--- src/rtl/sr_cmd_sequencer_if.sv ---
// ---------------------------------------------------------------------------
// sr_cmd_sequencer_if
//   Bundles the command handshake, the S/R drive to the downstream SR flop,
//   the flop's Q feedback and the completion report of sr_cmd_sequencer.
//
//   req_valid / req_op / req_ready : set(1)/clear(0) request handshake
//   S / R                          : registered drive into the SR flop
//   q_fb                           : Q of the downstream flop (same clock)
//   done_valid / done_err          : one-cycle completion, err = timeout
//   busy                           : sequencer is not idle
//
//   master : requester side (drives requests, consumes S/R and status)
//   slave  : the sequencer itself
// ---------------------------------------------------------------------------
interface sr_cmd_sequencer_if;
  logic req_valid;
  logic req_op;
  logic req_ready;
  logic S;
  logic R;
  logic q_fb;
  logic done_valid;
  logic done_err;
  logic busy;

  modport master (
    output req_valid, req_op, q_fb,
    input  req_ready, S, R, done_valid, done_err, busy
  );

  modport slave (
    input  req_valid, req_op, q_fb,
    output req_ready, S, R, done_valid, done_err, busy
  );
endinterface : sr_cmd_sequencer_if

--- src/rtl/sr_cmd_sequencer.sv ---
// ---------------------------------------------------------------------------
// sr_cmd_sequencer
//   Turns set/clear requests into a registered S or R pulse of PULSE_CYC
//   cycles, waits GAP_CYC quiet cycles, then watches q_fb for up to
//   TIMEOUT_CYC cycles and reports done (done_err=1 if Q never matched).
//   S and R are never high together.
//
//   Ports:
//     clk   : single clock, all state on posedge
//     rst_n : asynchronous active-low reset
//     bus   : sr_cmd_sequencer_if.slave (handshake, S/R, q_fb, status)
// ---------------------------------------------------------------------------
module sr_cmd_sequencer #(
  parameter int PULSE_CYC   = 2,
  parameter int GAP_CYC     = 1,
  parameter int TIMEOUT_CYC = 8
) (
  input  logic                  clk,
  input  logic                  rst_n,
  sr_cmd_sequencer_if.slave     bus
);

  localparam int MAX_PG  = (PULSE_CYC > GAP_CYC) ? PULSE_CYC : GAP_CYC;
  localparam int MAX_CYC = (MAX_PG > TIMEOUT_CYC) ? MAX_PG : TIMEOUT_CYC;
  localparam int CNT_W   = $clog2(MAX_CYC + 1);

  localparam logic [CNT_W-1:0] CNT_ONE     = CNT_W'(1);
  localparam logic [CNT_W-1:0] CNT_PULSE   = CNT_W'(PULSE_CYC);
  localparam logic [CNT_W-1:0] CNT_GAP     = CNT_W'(GAP_CYC);
  localparam logic [CNT_W-1:0] CNT_TIMEOUT = CNT_W'(TIMEOUT_CYC);

  typedef enum logic [1:0] {
    IDLE  = 2'd0,
    DRIVE = 2'd1,
    GAP   = 2'd2,
    CHECK = 2'd3
  } state_t;

  state_t           state_q, state_d;
  logic [CNT_W-1:0] cnt_q, cnt_d;
  logic             op_q, op_d;
  logic             s_q, s_d;
  logic             r_q, r_d;
  logic             done_valid_q, done_valid_d;
  logic             done_err_q, done_err_d;

  // NOTE: every variable assigned below gets a default first, so no path
  // through the case statement can leave a value unassigned (no latches).
  always_comb begin
    state_d      = state_q;
    cnt_d        = cnt_q;
    op_d         = op_q;
    done_valid_d = 1'b0;
    done_err_d   = done_err_q;

    unique case (state_q)
      IDLE: begin
        if (bus.req_valid) begin
          op_d    = bus.req_op;
          cnt_d   = CNT_PULSE;
          state_d = DRIVE;
        end
      end

      DRIVE: begin
        if (cnt_q == CNT_ONE) begin
          cnt_d   = CNT_GAP;
          state_d = GAP;
        end else begin
          cnt_d = cnt_q - CNT_ONE;
        end
      end

      GAP: begin
        if (cnt_q == CNT_ONE) begin
          cnt_d   = CNT_TIMEOUT;
          state_d = CHECK;
        end else begin
          cnt_d = cnt_q - CNT_ONE;
        end
      end

      CHECK: begin
        if (bus.q_fb == op_q) begin
          state_d      = IDLE;
          done_valid_d = 1'b1;
          done_err_d   = 1'b0;
        end else if (cnt_q == CNT_ONE) begin
          state_d      = IDLE;
          done_valid_d = 1'b1;
          done_err_d   = 1'b1;
        end else begin
          cnt_d = cnt_q - CNT_ONE;
        end
      end

      default: state_d = IDLE;
    endcase

    // S/R are registered from the *next* state so the pulse lines up with
    // the DRIVE cycles; one shared op bit makes S&R==1 impossible.
    s_d = (state_d == DRIVE) &&  op_d;
    r_d = (state_d == DRIVE) && !op_d;
  end

  // NOTE: sequential state uses non-blocking assignments only, so every
  // register samples the pre-edge values regardless of statement order.
  always_ff @(posedge clk or negedge rst_n) begin
    if (!rst_n) begin
      state_q      <= IDLE;
      cnt_q        <= '0;
      op_q         <= 1'b0;
      s_q          <= 1'b0;
      r_q          <= 1'b0;
      done_valid_q <= 1'b0;
      done_err_q   <= 1'b0;
    end else begin
      state_q      <= state_d;
      cnt_q        <= cnt_d;
      op_q         <= op_d;
      s_q          <= s_d;
      r_q          <= r_d;
      done_valid_q <= done_valid_d;
      done_err_q   <= done_err_d;
    end
  end

  assign bus.S          = s_q;
  assign bus.R          = r_q;
  assign bus.done_valid = done_valid_q;
  assign bus.done_err   = done_err_q;
  assign bus.req_ready  = (state_q == IDLE);
  assign bus.busy       = (state_q != IDLE);

endmodule : sr_cmd_sequencer

--- src/flat_wrapper.sv ---
// flat-port wrapper written by rule: the top's interface ports become plain ports
module sr_cmd_sequencer_flat 
#(
  parameter int PULSE_CYC   = 2,
  parameter int GAP_CYC     = 1,
  parameter int TIMEOUT_CYC = 8
)
  (clk, rst_n, bus_req_valid, bus_req_op, bus_q_fb, bus_req_ready, bus_S, bus_R, bus_done_valid, bus_done_err, bus_busy);
  sr_cmd_sequencer_if bus_i ();
  input  logic clk;
  input  logic rst_n;
  input wire logic [$bits(bus_i.req_valid)-1:0] bus_req_valid;
  input wire logic [$bits(bus_i.req_op)-1:0] bus_req_op;
  input wire logic [$bits(bus_i.q_fb)-1:0] bus_q_fb;
  output wire logic [$bits(bus_i.req_ready)-1:0] bus_req_ready;
  output wire logic [$bits(bus_i.S)-1:0] bus_S;
  output wire logic [$bits(bus_i.R)-1:0] bus_R;
  output wire logic [$bits(bus_i.done_valid)-1:0] bus_done_valid;
  output wire logic [$bits(bus_i.done_err)-1:0] bus_done_err;
  output wire logic [$bits(bus_i.busy)-1:0] bus_busy;
  assign bus_i.req_valid = bus_req_valid;
  assign bus_i.req_op = bus_req_op;
  assign bus_i.q_fb = bus_q_fb;
  assign bus_req_ready = bus_i.req_ready;
  assign bus_S = bus_i.S;
  assign bus_R = bus_i.R;
  assign bus_done_valid = bus_i.done_valid;
  assign bus_done_err = bus_i.done_err;
  assign bus_busy = bus_i.busy;
  sr_cmd_sequencer #(.PULSE_CYC(PULSE_CYC), .GAP_CYC(GAP_CYC), .TIMEOUT_CYC(TIMEOUT_CYC)) u_core (.clk(clk), .rst_n(rst_n), .bus(bus_i));
endmodule
--- config.mk ---
export PLATFORM = sky130hd
export DESIGN_NAME = sr_cmd_sequencer_flat
export DESIGN_NICKNAME = d
export VERILOG_FILES = /design/src/rtl/sr_cmd_sequencer_if.sv /design/src/rtl/sr_cmd_sequencer.sv /design/src/flat_wrapper.sv
export SDC_FILE = /design/constraint.sdc
export NUM_CORES = 1
export LEC_CHECK = 0
export ABC_AREA = 1
export CAP_MARGIN = 40
export CORE_MARGIN = 4
export CORE_UTILIZATION = 45
export DETAILED_ROUTE_END_ITERATION = 10
export GPL_ROUTABILITY_DRIVEN = 0
export PLACE_DENSITY = 0.68
export SYNTH_ARGS = -nofsm -noshare
export SYNTH_HDL_FRONTEND = slang
export SYNTH_SLANG_ARGS = --single-unit
--- constraint.sdc ---
create_clock -name clk -period 1.55 [get_ports clk]
set_clock_uncertainty 0.05 [all_clocks]
set_input_delay 0.2325 -clock clk [delete_from_list [all_inputs] [get_ports clk]]
set_output_delay 0.2325 -clock clk [all_outputs]
set_load 0.005 [all_outputs]
### After elaboration in Yosys (flattened, before gate mapping)

Index checks and enable logic that the tools add are counted.

* reduce and logical (&&, ||, !) cells: 8
* equal/unequal tests: 9
* multiplexer cells: 19
* $add $sub $neg: 1

Operators by type and width (count)
* 2-to-1 mux 4 bit: 5
* one-hot mux 4 bit (4 select lines): 1
* 2-to-1 mux 2 bit: 5
* one-hot mux 2 bit (4 select lines): 1
* 2-to-1 mux 1 bit: 7
* inequality test 2 bit, second input constant: 3
* == test 2 x 1 -> 1 bit, second input constant: 2
* == test 2 bit, second input constant: 2
* == test 4 x 1 -> 1 bit, second input constant: 1
* nonzero test 2 bit: 2
* subtractor 4 x 1 -> 4 bit, second input constant: 1
* AND reduction 3 bit: 1
* logical AND 1 bit: 2
* zero test 2 bit: 1
* AND reduction 2 bit: 1
* == test 1 bit: 1
* zero test 1 bit: 1

* input port bits: 5
* register bits: 11
* word-level logic and storage cells: 44
* output and inout port bits: 6

### Longest topological paths before layout

* word-level depth: 6
* mapped depth: 9
* gate-level depth less buffers: 9

### Worst setup path after synthesis

No wires, ideal clock.

* kind: register to register
* start: register u_core.cnt_q[1]
* end: register u_core.s_q, in the netlist u_core.bus.S
* path buffers: 0
* data required time: 1.378 ns
* arrival time: 1.134 ns
* period minus slack after synthesis: 1.306 ns
* library setup time: 0.122 ns
* stages on the path, launching flop included: 8
* path slack: 0.244 ns
* path through: dfrtp_1 > inv_1 > ha_1 > nand2_4 > o21ai_0 > nand2_1 > nand2_2 > nor2_1

* longest elaborated chain between the ends: 6
* elaborated cells on any way between the ends: 8
* those cells by class: eq/ne: 2; mux: 5; reduce/logical: 1

RTL lines
* start: declaration: RTL line sr_cmd_sequencer.sv:40 `logic [CNT_W-1:0] cnt_q, cnt_d;`
* start signal: assignment: RTL line sr_cmd_sequencer.sv:119 `cnt_q <= cnt_d;`
* == test 4 x 1 -> 1 bit (*): RTL line sr_cmd_sequencer.sv:66, sr_cmd_sequencer.sv:75, sr_cmd_sequencer.sv:88
* 2-to-1 mux 2 bit: RTL line sr_cmd_sequencer.sv:88 `end else if (cnt_q == CNT_ONE) begin`
* 2-to-1 mux 2 bit: RTL line sr_cmd_sequencer.sv:84 `if (bus.q_fb == op_q) begin`
* one-hot mux 2 bit (4 select lines) (*): RTL line sr_cmd_sequencer.sv:56 `unique case (state_q)`
* == test 2 x 1 -> 1 bit (*): RTL line sr_cmd_sequencer.sv:102 `s_d = (state_d == DRIVE) && op_d;`
* logical AND 1 bit (*): RTL line sr_cmd_sequencer.sv:102
* named net u_core.s_d: RTL line sr_cmd_sequencer.sv:42 `logic s_q, s_d;`
* end signal: assignment: RTL line sr_cmd_sequencer.sv:113 `s_q <= 1'b0;`
* end signal: assignment: RTL line sr_cmd_sequencer.sv:121 `s_q <= s_d;`
* end: declaration: RTL line sr_cmd_sequencer.sv:42

Mark *: on every way through the listed nets, which the timed path passes. The rest lies on a longest branch.
A chain may end at the register's enable or synchronous reset.

### Final worst setup path

* start: register u_core.state_q[0]
* end: output port bus_busy

* longest elaborated chain between the ends: 1

RTL lines
* start: declaration: RTL line sr_cmd_sequencer.sv:39 `state_t state_q, state_d;`
* start signal: assignment: RTL line sr_cmd_sequencer.sv:118 `state_q <= state_d;`
* nonzero test 2 bit: RTL line sr_cmd_sequencer.sv:133 `assign bus.busy = (state_q != IDLE);`
* end: declaration: RTL line flat_wrapper.sv:20 `output wire logic [$bits(bus_i.busy)-1:0] bus_busy;`

Every way passes these cells.

==> results_dict.tcl <==
set metrics [dict create \
    status "finished clean" \
    final_net_count 124 \
    numCtsBuffers 3 \
    fin_setup_tns_ns 0 \
    cp_max_fo 4 \
    synth_xor_area_share_pct 0 \
    synthSimpleGateAreaFrac_pct 44.3 \
    clk_latency_ns 0.27 \
    syn_inst 96 \
    ys_seq_area_share_pct 39.5 \
    crit_required_ns 1.27 \
    fmax_mhz 673 \
    crit_type "flip-flop to primary output" \
    period_share_pct 95.9 \
    first_pass_iters 4 \
    synth_area_leader_cell "dfrtp_1" \
    n_fill_cell 118 \
    end_kind "primary output" \
    final_hold_viol_count 0 \
    grt-ovfl-total 0 \
    yosys.area.top_type_share_pct 39.5 \
    setup-violations-final 0 \
    ir_worst_vdd_uv 1170 \
    tritoncts "yes" \
    postRouteAntennaNets 0 \
    final_cells 131 \
    grt_pass1_wl_mm 2.43 \
    ios 11 \
    area_growth_syn_to_layout_pct 27.3 \
    dp_cells 122 \
    ys_types 14 \
    via_count 626 \
    rows 13 \
    antenna_found_initial 0 \
    synth_area_per_cell_um2 7.26 \
    track_usage_pct 16.3 \
    route.detailed.drc 0 \
    synth_top_family_by_area "simple AND/OR/NAND/NOR gates" \
    multi_input_area_um2 354 \
    post_drt_wl_per_cell_um 11.3 \
    powerDensity_nw_per_um2 2190 \
    synth.net_count 103 \
    post-dp-hpwl_mm 1.04 \
    cap_viol_max_count 0 \
    maxSlewViolCount 0 \
    synth_area_leaders "dfrtp_1, nand2_1, nand3_1, inv_1, nand2_4" \
    synth_mux_area_share_pct 0 \
    cts.sinks 11 \
    clockBufferDepth 2 \
    fp.dieW_um 47.4 \
    wl_mm 1.48 \
    synth-compound-area-share_pct 2.87 \
    finalHoldWorstSlack_ns 0.240 \
    insertedDiodeCount 0 \
    yosys_warnings 0 \
    timing_worst_slew_pin_value_ns 0.496 \
    htreeDepth 1 \
    power.total_uw 1940 \
    p_leak_uw 0.000497 \
    portBuffers 10 \
    start_util_pct 50.4 \
    viasPerCell 4.78 \
    crit_path_start_kind "flip-flop" \
    die_h_um 47.4 \
    final-seq-area_um2 278 \
    cts.root.buffer_cell "clkbuf_4" \
    min_period_ns 1.49 \
    max-slew-margin-rel_pct 66.8 \
    clkTransAtPathRegs_ns 0.07 \
    synthAdderAreaFrac_pct 3.59 \
    grt_pass1_vias 574 \
    synth_seq_cells 11 \
    core-area_um2 1380 \
    hold_path.class "input pin to async pin" \
    die_area_um2 2240 \
    arrival_ns 1.20 \
    netlist_area_um2 697 \
    drive_above_1_share_pct 23.3 \
    grt_max_degree 12 \
    drt_iter0_markers 8 \
]
==> cell type report <==
cell class | instances | share of cell area (%)
multi-input combinational | 67 | 39.9
sequential | 11 | 31.3
clock buffer | 4 | 2.96
inverter | 18 | 7.62
tap | 15 | 2.12
timing repair buffer | 16 | 16.1
==> cells in the mapped netlist (all sizes together) <==
cell	count
nand4	1
inv	18
nand2	36
ha	2
o21ai	4
nor2	12
dfrtp	11
nand3	12
==> sequential cells by signal, indices dropped and copies added, names as in the netlist <==
signal	cells
u_core.state_q	2
u_core.cnt_q	4
u_core.bus.R	1
u_core.op_q	1
u_core.bus.done_valid	1
u_core.bus.S	1
u_core.bus.done_err	1
==> where the power goes <==
| part | switching (uW) | total (uW) | internal, uW | leakage (uW) |
|---|---|---|---|---|
| sequential | 107 | 534 | 426 | 0.000133 |
| clock | 97.6 | 197 | 99.7 | 0.0000150 |
| combinational | 687 | 1210 | 523 | 0.000348 |
| total | 891 | 1940 | 1050 | 0.000497 |
==> layout by cell type, fill, tap and decap left out <==
cell type	count
nand3_1	12
nor2_1	9
o21ai_0	1
nand2_4	4
buf_4	6
clkbuf_4	3
dlygate4sd2_1	2
dfrtp_1	9
dfrtp_2	2
o21ai_1	3
clkdlybuf4s50_1	8
inv_1	15
inv_2	3
nand4_1	1
nor2_2	1
ha_1	2
nand2_1	26
nand2_2	6
nor2_4	2
clkbuf_1	1
==> critical path, cell delays in order (launching register included) <==
cell and delay [ns]:
dfrtp_2 0.43, nor2_4 0.14, inv_1 0.09, dlygate4sd2_1 0.27
==> timing repair <==
item	in CTS	in global routing
gates resized for setup	4	0
setup buffers	3	2
hold buffers	0	0
pin swaps	1	1
setup endpoints to repair	2	1
==> logic make-up (layout without fill, tap and decap cells) <==
group	Yosys count	after routing
compound gates	4	4
flops	11	11
simple gates	61	61
fa+ha+maj	2	2
buf+inv	18	38
==> stage by stage <==
stage	utilization, %	setup slack, ns	instance area [um2]
2_1_floorplan	-	0.244	697
3_3_place_gp	59.5	0.128	823
3_5_place_dp	59.5	0.118	823
4_1_cts	63.1	0.0619	872
5_1_grt	64.2	-0.00153	887
6_report	64.2	0.0638	887
==> worst paths after layout <==
check / end / from / cells past startpoint / slack, ns
setup / recovery: bus_busy / u_core.state_q[0]$_DFF_PN0_ / 3 / 0.06
hold / removal: u_core.bus.done_valid$_DFF_PN0_ / rst_n / 1 / 0.24
setup reg to reg: u_core.bus.S$_DFF_PN0_ / u_core.cnt_q[1]$_DFFE_PN0P_ / 7 / 0.14
hold reg to reg: u_core.bus.done_err$_DFFE_PN0P_ / u_core.bus.done_err$_DFFE_PN0P_ / 2 / 0.45
max in group asynchronous: u_core.state_q[1]$_DFF_PN0_ / rst_n / 1 / 0.84
min in group clk: u_core.bus.done_err$_DFFE_PN0P_ / u_core.bus.done_err$_DFFE_PN0P_ / 2 / 0.45
==> metal layers <==
metal  part of all wire [%]  up-vias  track usage [%]
met5                      0        -                0
met4                    2.6        0             9.94
met3                    5.7        4             6.13
met2                     44       20             24.3
met1                     48      267             19.6
li1                       -      335                -
Note: power is estimated with default switching activity, not from simulation.
